--- src/rtl/enc42_pkg.sv ---
// Shared types and code constants for the 4-to-2 encoder with arbitration.
package enc42_pkg;

    localparam int unsigned CODE_W = 2;
    localparam int unsigned REQ_W  = 4;

    typedef logic [CODE_W-1:0] code_t;
    typedef logic [REQ_W-1:0]  req_t;

    localparam code_t C_Q0 = 2'b00;
    localparam code_t C_Q1 = 2'b01;
    localparam code_t C_Q2 = 2'b10;
    localparam code_t C_Q3 = 2'b11;

endpackage

--- src/rtl/enc42_pick.sv ---
// Masked priority picker: first set request scanning from start, wrapping 3 to 0.
module enc42_pick
    import enc42_pkg::*;
(
    input  req_t  req,
    input  code_t start,
    output code_t win,
    output logic  any,
    output logic  multi
);

    code_t idx;
    logic  found;

    always_comb begin
        win   = C_Q0;
        idx   = C_Q0;
        found = 1'b0;
        for (int k = 0; k < int'(REQ_W); k++) begin
            idx = code_t'(start + code_t'(k));
            if (!found && req[idx]) begin
                win   = idx;
                found = 1'b1;
            end
        end
    end

    assign any   = |req;
    // Clearing the lowest set bit leaves something only when two or more are set.
    assign multi = |(req & req_t'(req - req_t'(1)));

endmodule

--- src/rtl/enc42_rr.sv ---
// Clocked 4-to-2 encoder with valid, multi-hot detect, round-robin/fixed arbitration and sticky error.
module enc42_rr
    import enc42_pkg::*;
#(
    parameter bit RR_EN     = 1'b1,
    parameter bit HOLD_LAST = 1'b1
) (
    input  logic       CLK,
    input  logic       RSTB,
    input  logic       EN,
    input  logic [3:0] D,
    input  logic       CLR,
    output logic       OUT1,
    output logic       OUT2,
    output logic       VLD,
    output logic       MULTI,
    output logic       ERR
);

    code_t code_q, code_d;
    code_t ptr_q, ptr_d;
    logic  vld_q, vld_d;
    logic  multi_q, multi_d;
    logic  err_q, err_d;

    code_t pick_start;
    code_t pick_win;
    logic  pick_any;
    logic  pick_multi;

    assign pick_start = RR_EN ? ptr_q : C_Q0;

    enc42_pick u_pick (
        .req   (req_t'(D)),
        .start (pick_start),
        .win   (pick_win),
        .any   (pick_any),
        .multi (pick_multi)
    );

    always_ff @(posedge CLK or negedge RSTB) begin
        if (!RSTB) begin
            code_q  <= C_Q0;
            ptr_q   <= C_Q0;
            vld_q   <= 1'b0;
            multi_q <= 1'b0;
            err_q   <= 1'b0;
        end else begin
            code_q  <= code_d;
            ptr_q   <= ptr_d;
            vld_q   <= vld_d;
            multi_q <= multi_d;
            err_q   <= err_d;
        end
    end

    always_comb begin
        code_d  = code_q;
        ptr_d   = ptr_q;
        vld_d   = 1'b0;
        multi_d = 1'b0;
        if (EN) begin
            if (pick_any) begin
                code_d  = pick_win;
                vld_d   = 1'b1;
                multi_d = pick_multi;
                if (RR_EN) begin
                    ptr_d = code_t'(pick_win + code_t'(1));
                end
            end else if (!HOLD_LAST) begin
                code_d = C_Q0;
            end
        end
    end

    // A multi-hot sample beats a same-cycle clear.
    always_comb begin
        err_d = err_q;
        if (CLR) begin
            err_d = 1'b0;
        end
        if (EN && pick_multi) begin
            err_d = 1'b1;
        end
    end

    assign OUT1  = code_q[1];
    assign OUT2  = code_q[0];
    assign VLD   = vld_q;
    assign MULTI = multi_q;
    assign ERR   = err_q;

endmodule
--- config.mk ---
export PLATFORM = sky130hd
export DESIGN_NAME = enc42_rr
export DESIGN_NICKNAME = d
export VERILOG_FILES = /design/src/rtl/enc42_pkg.sv /design/src/rtl/enc42_pick.sv /design/src/rtl/enc42_rr.sv
export SDC_FILE = /design/constraint.sdc
export NUM_CORES = 1
export LEC_CHECK = 0
export CAP_MARGIN = 20
export CORE_AREA = 2 2 39 41
export CTS_CLUSTER_DIAMETER = 150
export CTS_CLUSTER_SIZE = 24
export DETAILED_ROUTE_END_ITERATION = 12
export DIE_AREA = 0 0 41 43
export GPL_TIMING_DRIVEN = 1
export PLACE_DENSITY = 0.58
export SETUP_SLACK_MARGIN = 0.3
export SLEW_MARGIN = 5
export SYNTH_ARGS = -nofsm -noshare
export SYNTH_HDL_FRONTEND = slang
export SYNTH_SLANG_ARGS = --single-unit
--- constraint.sdc ---
create_clock -name CLK -period 1.8 [get_ports CLK]
set_clock_uncertainty 0.1 [all_clocks]
set_input_delay 0.36 -clock CLK [delete_from_list [all_inputs] [get_ports CLK]]
set_output_delay 0.36 -clock CLK [all_outputs]
set_load 0.02 [all_outputs]
# After elaboration in Yosys (flattened, before gate mapping)
# Cells that the tools add are included.
dict set report word_totals {
  ff_bits 7
  out_inout_bits 5
  elab_cells 47
  inputBits 8
}
dict set report op_classes {
  muxes 21
  bitwise_logic 1
  reduce_logical 11
  addsub 5
  order_cmp 4
}
# op n
set ops {}
lappend ops {{1-bit two-way mux} 13}
lappend ops {{2-bit by 3-bit less-than comparator with 1-bit output, second input constant} 4}
lappend ops {{1-bit binary-select mux with 2-bit select} 4}
lappend ops {{2-bit two-way mux} 4}
lappend ops {{4-bit OR reduction} 2}
lappend ops {{2-bit by 1-bit adder with 2-bit output, second input constant} 2}
lappend ops {{2-bit adder, second input constant} 2}
lappend ops {{4-bit bitwise AND} 1}
lappend ops {{1-bit logical AND} 4}
lappend ops {{4-bit by 1-bit subtractor with 4-bit output, second input constant} 1}
lappend ops {{1-bit logical NOT} 3}
lappend ops {{2-bit AND reduction} 1}
lappend ops {{2-bit nonzero test} 1}

# Longest topological paths before layout
# Gate-level depths: netlist of the first run.
dict set report depth {
  depth_word 13
  mapped_depth 5
  depth_no_buf 5
}

# Cells and area by module
# A second synthesis of the first run with hierarchy kept.
dict set report hier_totals {
  hier_cells 36
  hier_area_um2 372.9
}
# mod instances seq_area_each_um2 area_each_um2 cells_per_inst
set modules_own_cells {}
lappend modules_own_cells {enc42_rr 1 175.2 272.8 19}
lappend modules_own_cells {enc42_pick 1 0.0 100.1 17}

# Least setup slack after synthesis of the first run
# Ideal clock, no wire load.
dict set report synth_timing {
  kind {input -> register}
  startpoint {input D[0]}
  endpoint {register code_q[1]}
  required_time_ps 1575
  t_arrival_ps 1249
  path_slack_ps 326
  stages 4
  path_buffers 0
  setup_time_ps 125
  path_cell_list {or3_4 o21ai_4 inv_2 mux2_4}
}
dict set report synth_via {
  elab_chain_cells 12
  elab_cells_between_ends 23
  cone_classes {mux (15); reduce/logical (8)}
}
# item line
set synth_rtl {}
lappend synth_rtl {{from (decl)} enc42_rr.sv:11} ;# input logic [3:0] D,
lappend synth_rtl {{1-bit binary-select mux with 2-bit select} enc42_pick.sv:21} ;# if (!found && req[idx]) begin
lappend synth_rtl {{1-bit two-way mux (not written as such)} enc42_pick.sv:21}
lappend synth_rtl {{1-bit two-way mux} enc42_pick.sv:21}
lappend synth_rtl {{1-bit logical NOT} enc42_pick.sv:21}
lappend synth_rtl {{1-bit logical AND} enc42_pick.sv:21}
lappend synth_rtl {{1-bit two-way mux} enc42_pick.sv:21}
lappend synth_rtl {{1-bit logical NOT} enc42_pick.sv:21}
lappend synth_rtl {{1-bit logical AND} enc42_pick.sv:21}
lappend synth_rtl {{1-bit two-way mux} enc42_pick.sv:21}
lappend synth_rtl {{1-bit logical NOT} enc42_pick.sv:21}
lappend synth_rtl {{1-bit logical AND} enc42_pick.sv:21}
lappend synth_rtl {{2-bit two-way mux} enc42_pick.sv:21}
lappend synth_rtl {{to (signal assigned)} enc42_rr.sv:49} ;# code_q <= code_d;
lappend synth_rtl {{to (decl)} enc42_rr.sv:20} ;# code_t code_q, code_d;
# Parallel ways exist; a longest one is shown, timed or not. The select of a mux whose other input is x is not followed.
# A chain may end at the register's enable or synchronous reset.

# Final worst setup path of the first run
dict set report layout_timing {
  startpoint {input D[3]}
  endpoint {register code_q[1]}
}
# The elaborated chain is that of the path after synthesis.

==> results of run 1 <==
==> synth_stat cells <==
master	count
a21o_1	1
a21oi_1	2
a221oi_1	2
nand2_1	3
maj3_1	1
o211a_1	1
o21ai_4	1
xor2_1	1
o21ai_0	2
mux2_4	1
or2_1	1
inv_1	5
dfrtp_1	7
o22ai_1	1
a21boi_0	1
a2bb2oi_1	1
inv_2	1
or3_4	1
==> repair_timing <==
item | 4_1_cts | 5_1_grt
pin swaps | 5 | 2
resized for setup | 18 | 5
endpoints found under the setup margin | 10 | 3
==> path summary, 6_finish.rpt <==
| check | start | end | slack, ns |
|---|---|---|---|
| setup reg to reg | pick_start[1] | flop | 0.41 |
| max in group asynchronous | RSTB | pick_start[1] | 1.04 |
| hold / removal | RSTB | code_q[1] | 0.29 |
| min in group CLK | code_q[0] | code_q[0] | 0.37 |
| hold reg to reg | code_q[0] | code_q[0] | 0.37 |
| setup / recovery | D[3] | code_q[1] | 0.31 |
==> kinds of logic after synthesis <==
logic type,count (synthesis)
DFF,7
and+or+nand+nor,5
buffers and inverters,6
AOI/OAI and AO/OA,12
adders and majority gates,1
muxes,1
xor gates and xnor gates,1
==> metrics by stage <==
stage                     power (mW)  area (um2)
after floorplan               0.3537       354.1
after global placement        0.4543       531.8
after detailed placement      0.4569       531.8
after CTS                     0.6019       575.6
after global routing          0.6614       583.1
final                         0.6121       583.1
==> area by class of cell <==
cell class | instances | area [um2] | share of cell area
repair buffers | 17 | 156.4 | 0.2682
clock buffers | 4 | 26.28 | 0.04506
flip-flops and latches | 7 | 176.4 | 0.3026
inverters | 6 | 22.52 | 0.03863
multi-input cells | 20 | 181.4 | 0.3112
well taps | 16 | 20.02 | 0.03433
==> worst max-delay path, stage by stage <==
cell and delay [ns]:
clkdlybuf4s15_2 0.21, or3_4 0.41, o21ai_4 0.19, inv_2 0.06, mux2_4 0.29
==> power groups by stage <==
| stage | clock [mW] | combinational (mW) | sequential (mW) |
|---|---|---|---|
| global placement | 0 | 0.228 | 0.226 |
| finish | 0.134 | 0.246 | 0.232 |
| detailed placement | 0 | 0.230 | 0.227 |
| CTS | 0.142 | 0.235 | 0.226 |
| floorplan | 0 | 0.102 | 0.251 |
| global route | 0.152 | 0.271 | 0.238 |
==> per-layer routing <==
layer  track usage  wire [um]  up-vias
li1              -          -      157
met3       0.06283         58        0
met5             0          0        -
met4       0.02000          0        0
met2        0.1469        340        9
met1        0.1386        370      143
==> run summary, run 1 <==
status - finished, final reports clean
final cell count without fillers - 70
Period minus WS final - 1.486 ns
PD cells - 1050 nW/um2
grt ovf - 0
fmax - 0.6728 GHz
Net Count, Synth - 41
final worst slack - 0.3136 ns
wire length per cell - 11.00 um
# Max-Cap Violations - 0
kind of critical path - input pin to flop
routed via count - 309
share of cells above drive strength 1 - 0.3704
post-layout net count - 63
final core utilization - 0.4213
Slew headroom - 0.7724
combinational power share - 0.402
Setup TNS Final - 0 ns
mux cell area share after synthesis - 0.04240
Clock Tree Buf Depth - 2
pin count of the biggest net entering global routing - 8
worst r2r path cells - 5
top cells by area, synth - dfrtp_1 49%, inv_1 5.3%, a221oi_1 4.9%, o21ai_4 4.6%, mux2_4 4.2%
Adder-Cell Fraction of Synth Area - 0.02827
RSZ-0062 raised after global routing - true
CP endpoint kind - flop
post-synth top area share - 0.4947
Total GRT Usage - 0.1053
first-pass GRT wire length - 1221 um
diodes inserted - 0
clk_lat worst skew - 0.24 ns
Antenna Nets Post-Route - 0
Arrival @ worst endpoint - 1.51 ns
sequential element share of the synthesized area - 0.4947
final WL - 770 um
synthesis-to-finish area growth - 64.66%
total iterations of the first detailed-routing run - 1
IO buf count - 12
vias in the first global route - 312
final hold slack - 0.2850 ns
TritonCTS Sinks - 7
fin crit share - 0.8258
Placer Congestion - 0.8060
post-CTS setup buffer count - 0
Core Region - 1384 um2
H-tree depth - 1
Setup crit start kind - input pin
row count - 14
initial antenna violation count - 0
Die Width - 41 um
Slew @ Worst Pin - 0.3404 ns
Pint - 409.4 uW
post-synthesis xor/xnor area fraction - 0.02473
Cells after DPL - 66
syn avg cell area - 10.73 um2
Synth Cell Area - 354.1 um2
# fillers - 143
register bit total from synthesis - 7
post-synthesis simple-gate area fraction - 0.08127
pre-CTS setup slack - -0.2261 ns
DRT iter0 DRCs - 0
Synth area leader - dfrtp_1
crit-path max FO - 4
switching power - 202.7 uW
I/O pin count - 13
HPWL Detailed - 565 um
Flop pwr share - 0.379
Post-Syn Instances - 33
Reg clk slew, reported paths - 0.05 ns
Starting Density - 0.2559
YS warnings - 0
Root Driver - clkbuf_4
Clk pwr share - 0.219
Die Y - 43 um
# DRC - 0
Hold Fails Final Rpt - 0
CTS buffer count - 3
LEAKAGE - 0.2861 nW
peak supply drop - 0.5409 mV
synth unique cells - 18
Hold-fix buffers, CTS - 0
compound-cell area share of the yosys netlist - 0.2650
CTS tree - yes
CP Data Required Time - 1.83 ns
Net Sw Frac - 0.3312
hold crit path type - input pin to async pin
largest family of logic cells by synthesized area - compound AO/OA/AOI/OAI gates
highest-count cells in the layout ignoring fill and taps - 6 x dfrtp_1, 6 x dlygate4sd2_1, 4 x inv_1, 4 x buf_4
via/cell ratio - 4.414
die area - 1763 um2
Final Setup Violations - 0
Final Max Tran Viols - 0
Note: power is estimated with default switching activity, not from simulation.
==> run 2: changes to the inputs <==
==> constraint.sdc (replaced) <==
create_clock -name CLK -period 1.55 [get_ports CLK]
set_clock_uncertainty 0.1 [all_clocks]
set_input_delay 0.31 -clock CLK [delete_from_list [all_inputs] [get_ports CLK]]
set_output_delay 0.31 -clock CLK [all_outputs]
set_load 0.02 [all_outputs]
==> run summary, run 2 (synthesis gave the netlist of run 1 again) <==
status - finished, final reports clean (unchanged)
IO buf count - 12 (unchanged)
Placer Congestion - 0.7249 (was 0.8060)
Reg clk slew, reported paths - 0.05 ns (about the same)
Final Max Tran Viols - 0 (unchanged)
most common cell after layout, fill and taps aside - buf_4
peak supply drop - 0.7876 mV (was 0.5409 mV)
synthesis-to-finish area growth - 71.73% (was 64.66%)
Die Width - 41 um (unchanged)
Arrival @ worst endpoint - 1.41 ns (was 1.51 ns)
routed via count - 351 (was 309)
Slew @ Worst Pin - 0.3123 ns (was 0.3404 ns)
DRT iter0 DRCs - 1 (was 0)
HPWL Detailed - 592.2 um (was 565 um)
highest-count cells in the layout ignoring fill and taps - 11 x buf_4, 6 x dfrtp_1, 6 x buf_2 (was 6 x dfrtp_1, 6 x dlygate4sd2_1, 4 x inv_1, 4 x buf_4)
crit-path max FO - 5 (was 4)
final hold slack - 0.2135 ns (was 0.2850 ns)
initial antenna violation count - 0 (unchanged)
grt ovf - 0 (unchanged)
Clock Tree Buf Depth - 2 (unchanged)
I/O pin count - 13 (unchanged)
# fillers - 142 (was 143)
# Max-Cap Violations - 0 (unchanged)
die area - 1763 um2 (unchanged)
final WL - 840 um (was 770 um)
vias in the first global route - 326 (was 312)
CP Data Required Time - 1.59 ns (was 1.83 ns)
Hold Fails Final Rpt - 0 (unchanged)
Period minus WS final - 1.366 ns
Setup crit start kind - flop (was input pin)
H-tree depth - 1 (unchanged)
diodes inserted - 0 (unchanged)
Starting Density - 0.2559 (unchanged)
kind of critical path - flop to flop (was input pin to flop)
row count - 14 (unchanged)
Root Driver - clkbuf_4 (unchanged)
# DRC - 0 (unchanged)
pin count of the biggest net entering global routing - 8 (unchanged)
via/cell ratio - 4.558 (was 4.414)
final core utilization - 0.4394 (was 0.4213)
clk_lat worst skew - 0.25 ns (was 0.24 ns)
post-layout net count - 70 (was 63)
CTS tree - yes (unchanged)
share of cells above drive strength 1 - 0.5574 (was 0.3704)
CP endpoint kind - flop (unchanged)
fmax - 0.7322 GHz
Total GRT Usage - 0.1282 (was 0.1053)
Setup TNS Final - 0 ns (unchanged)
Antenna Nets Post-Route - 0 (unchanged)
hold crit path type - input pin to async pin (unchanged)
Core Region - 1384 um2 (unchanged)
Final Setup Violations - 0 (unchanged)
PD cells - 1258 nW/um2 (was 1050 nW/um2)
fin crit share - 0.8811
Slew headroom - 0.7911 (was 0.7724)
wire length per cell - 10.91 um (was 11.00 um)
CTS buffer count - 3 (unchanged)
total iterations of the first detailed-routing run - 2 (was 1)
RSZ-0062 raised after global routing - true (unchanged)
TritonCTS Sinks - 7 (unchanged)
LEAKAGE - 0.3121 nW (was 0.2861 nW)
Die Y - 43 um (unchanged)
first-pass GRT wire length - 1380 um (was 1221 um)
## run 2: cell types whose count changed in the layout (fill, tap and decap cells not counted), sizes merged
| cell | previous run | this run |
|---|---|---|
| buf | 5 | 20 |
| dlygate4sd2 | 6 | 1 |
| clkdlybuf4s15 | 3 | 0 |
## run 2: path summary, 6_finish.rpt
check	from	to	cells past startpoint	slack [ns]
worst max-delay path	flop	flop	5	0.18
worst max register to register	flop	flop	5	0.18
worst min register to register	ERR	ERR	1	0.37
min in group CLK	D[2]	MULTI	3	0.36
max in group asynchronous	RSTB	pick_start[1]	1	0.88
worst min-delay path	RSTB	code_q[0]	1	0.21
## run 2: worst max-delay path: stages (launching register included)
cell      delay (ns)
dfrtp_1         0.33
inv_2           0.06
a221oi_2        0.26
o22ai_2         0.12
or2_1           0.25
a21boi_1        0.13
## run 2: layout make-up
cell class | count | area [um2] | area share
repair buffers | 24 | 185.2 | 0.3045
inverters | 6 | 22.52 | 0.03704
clock buffers | 4 | 26.28 | 0.04321
flip-flops and latches | 7 | 176.4 | 0.2901
multi-input cells | 20 | 177.7 | 0.2922
well taps | 16 | 20.02 | 0.03292
## run 2: metrics by stage
stage,area (um2),setup WS (ns),power (mW),std cells
global route,608.1,0.09954,0.8258,77
global placement,546.8,-0.4000,0.5308,68
CTS,604.3,0.1657,0.7610,77
detailed placement,546.8,-0.4116,0.5366,68
finish,608.1,0.1843,0.7652,77
floorplan,354.1,0.1259,0.4108,33
## run 2: timing repair
action,in CTS,in global routing
buffers inserted,5,0
pin swaps,5,2
resized for setup,42,4
hold buffers,0,0
setup endpoints to repair,12,5
## run 2: report_power, final
part	internal (mW)	leakage (nW)	switching [mW]	total, mW
combinational	0.180	0.215	0.150	0.329
clock	0.0982	0.0150	0.0666	0.165
sequential	0.234	0.0825	0.0376	0.271
total	0.511	0.312	0.254	0.765
## run 2: metal layers
layer | global-route usage | vias to the layer above | wire length (um)
met5 | 0 | - | 0
met4 | 0.08000 | 0 | 20
met3 | 0.09424 | 4 | 71
met2 | 0.1625 | 10 | 403
met1 | 0.1471 | 166 | 344
li1 | - | 171 | -
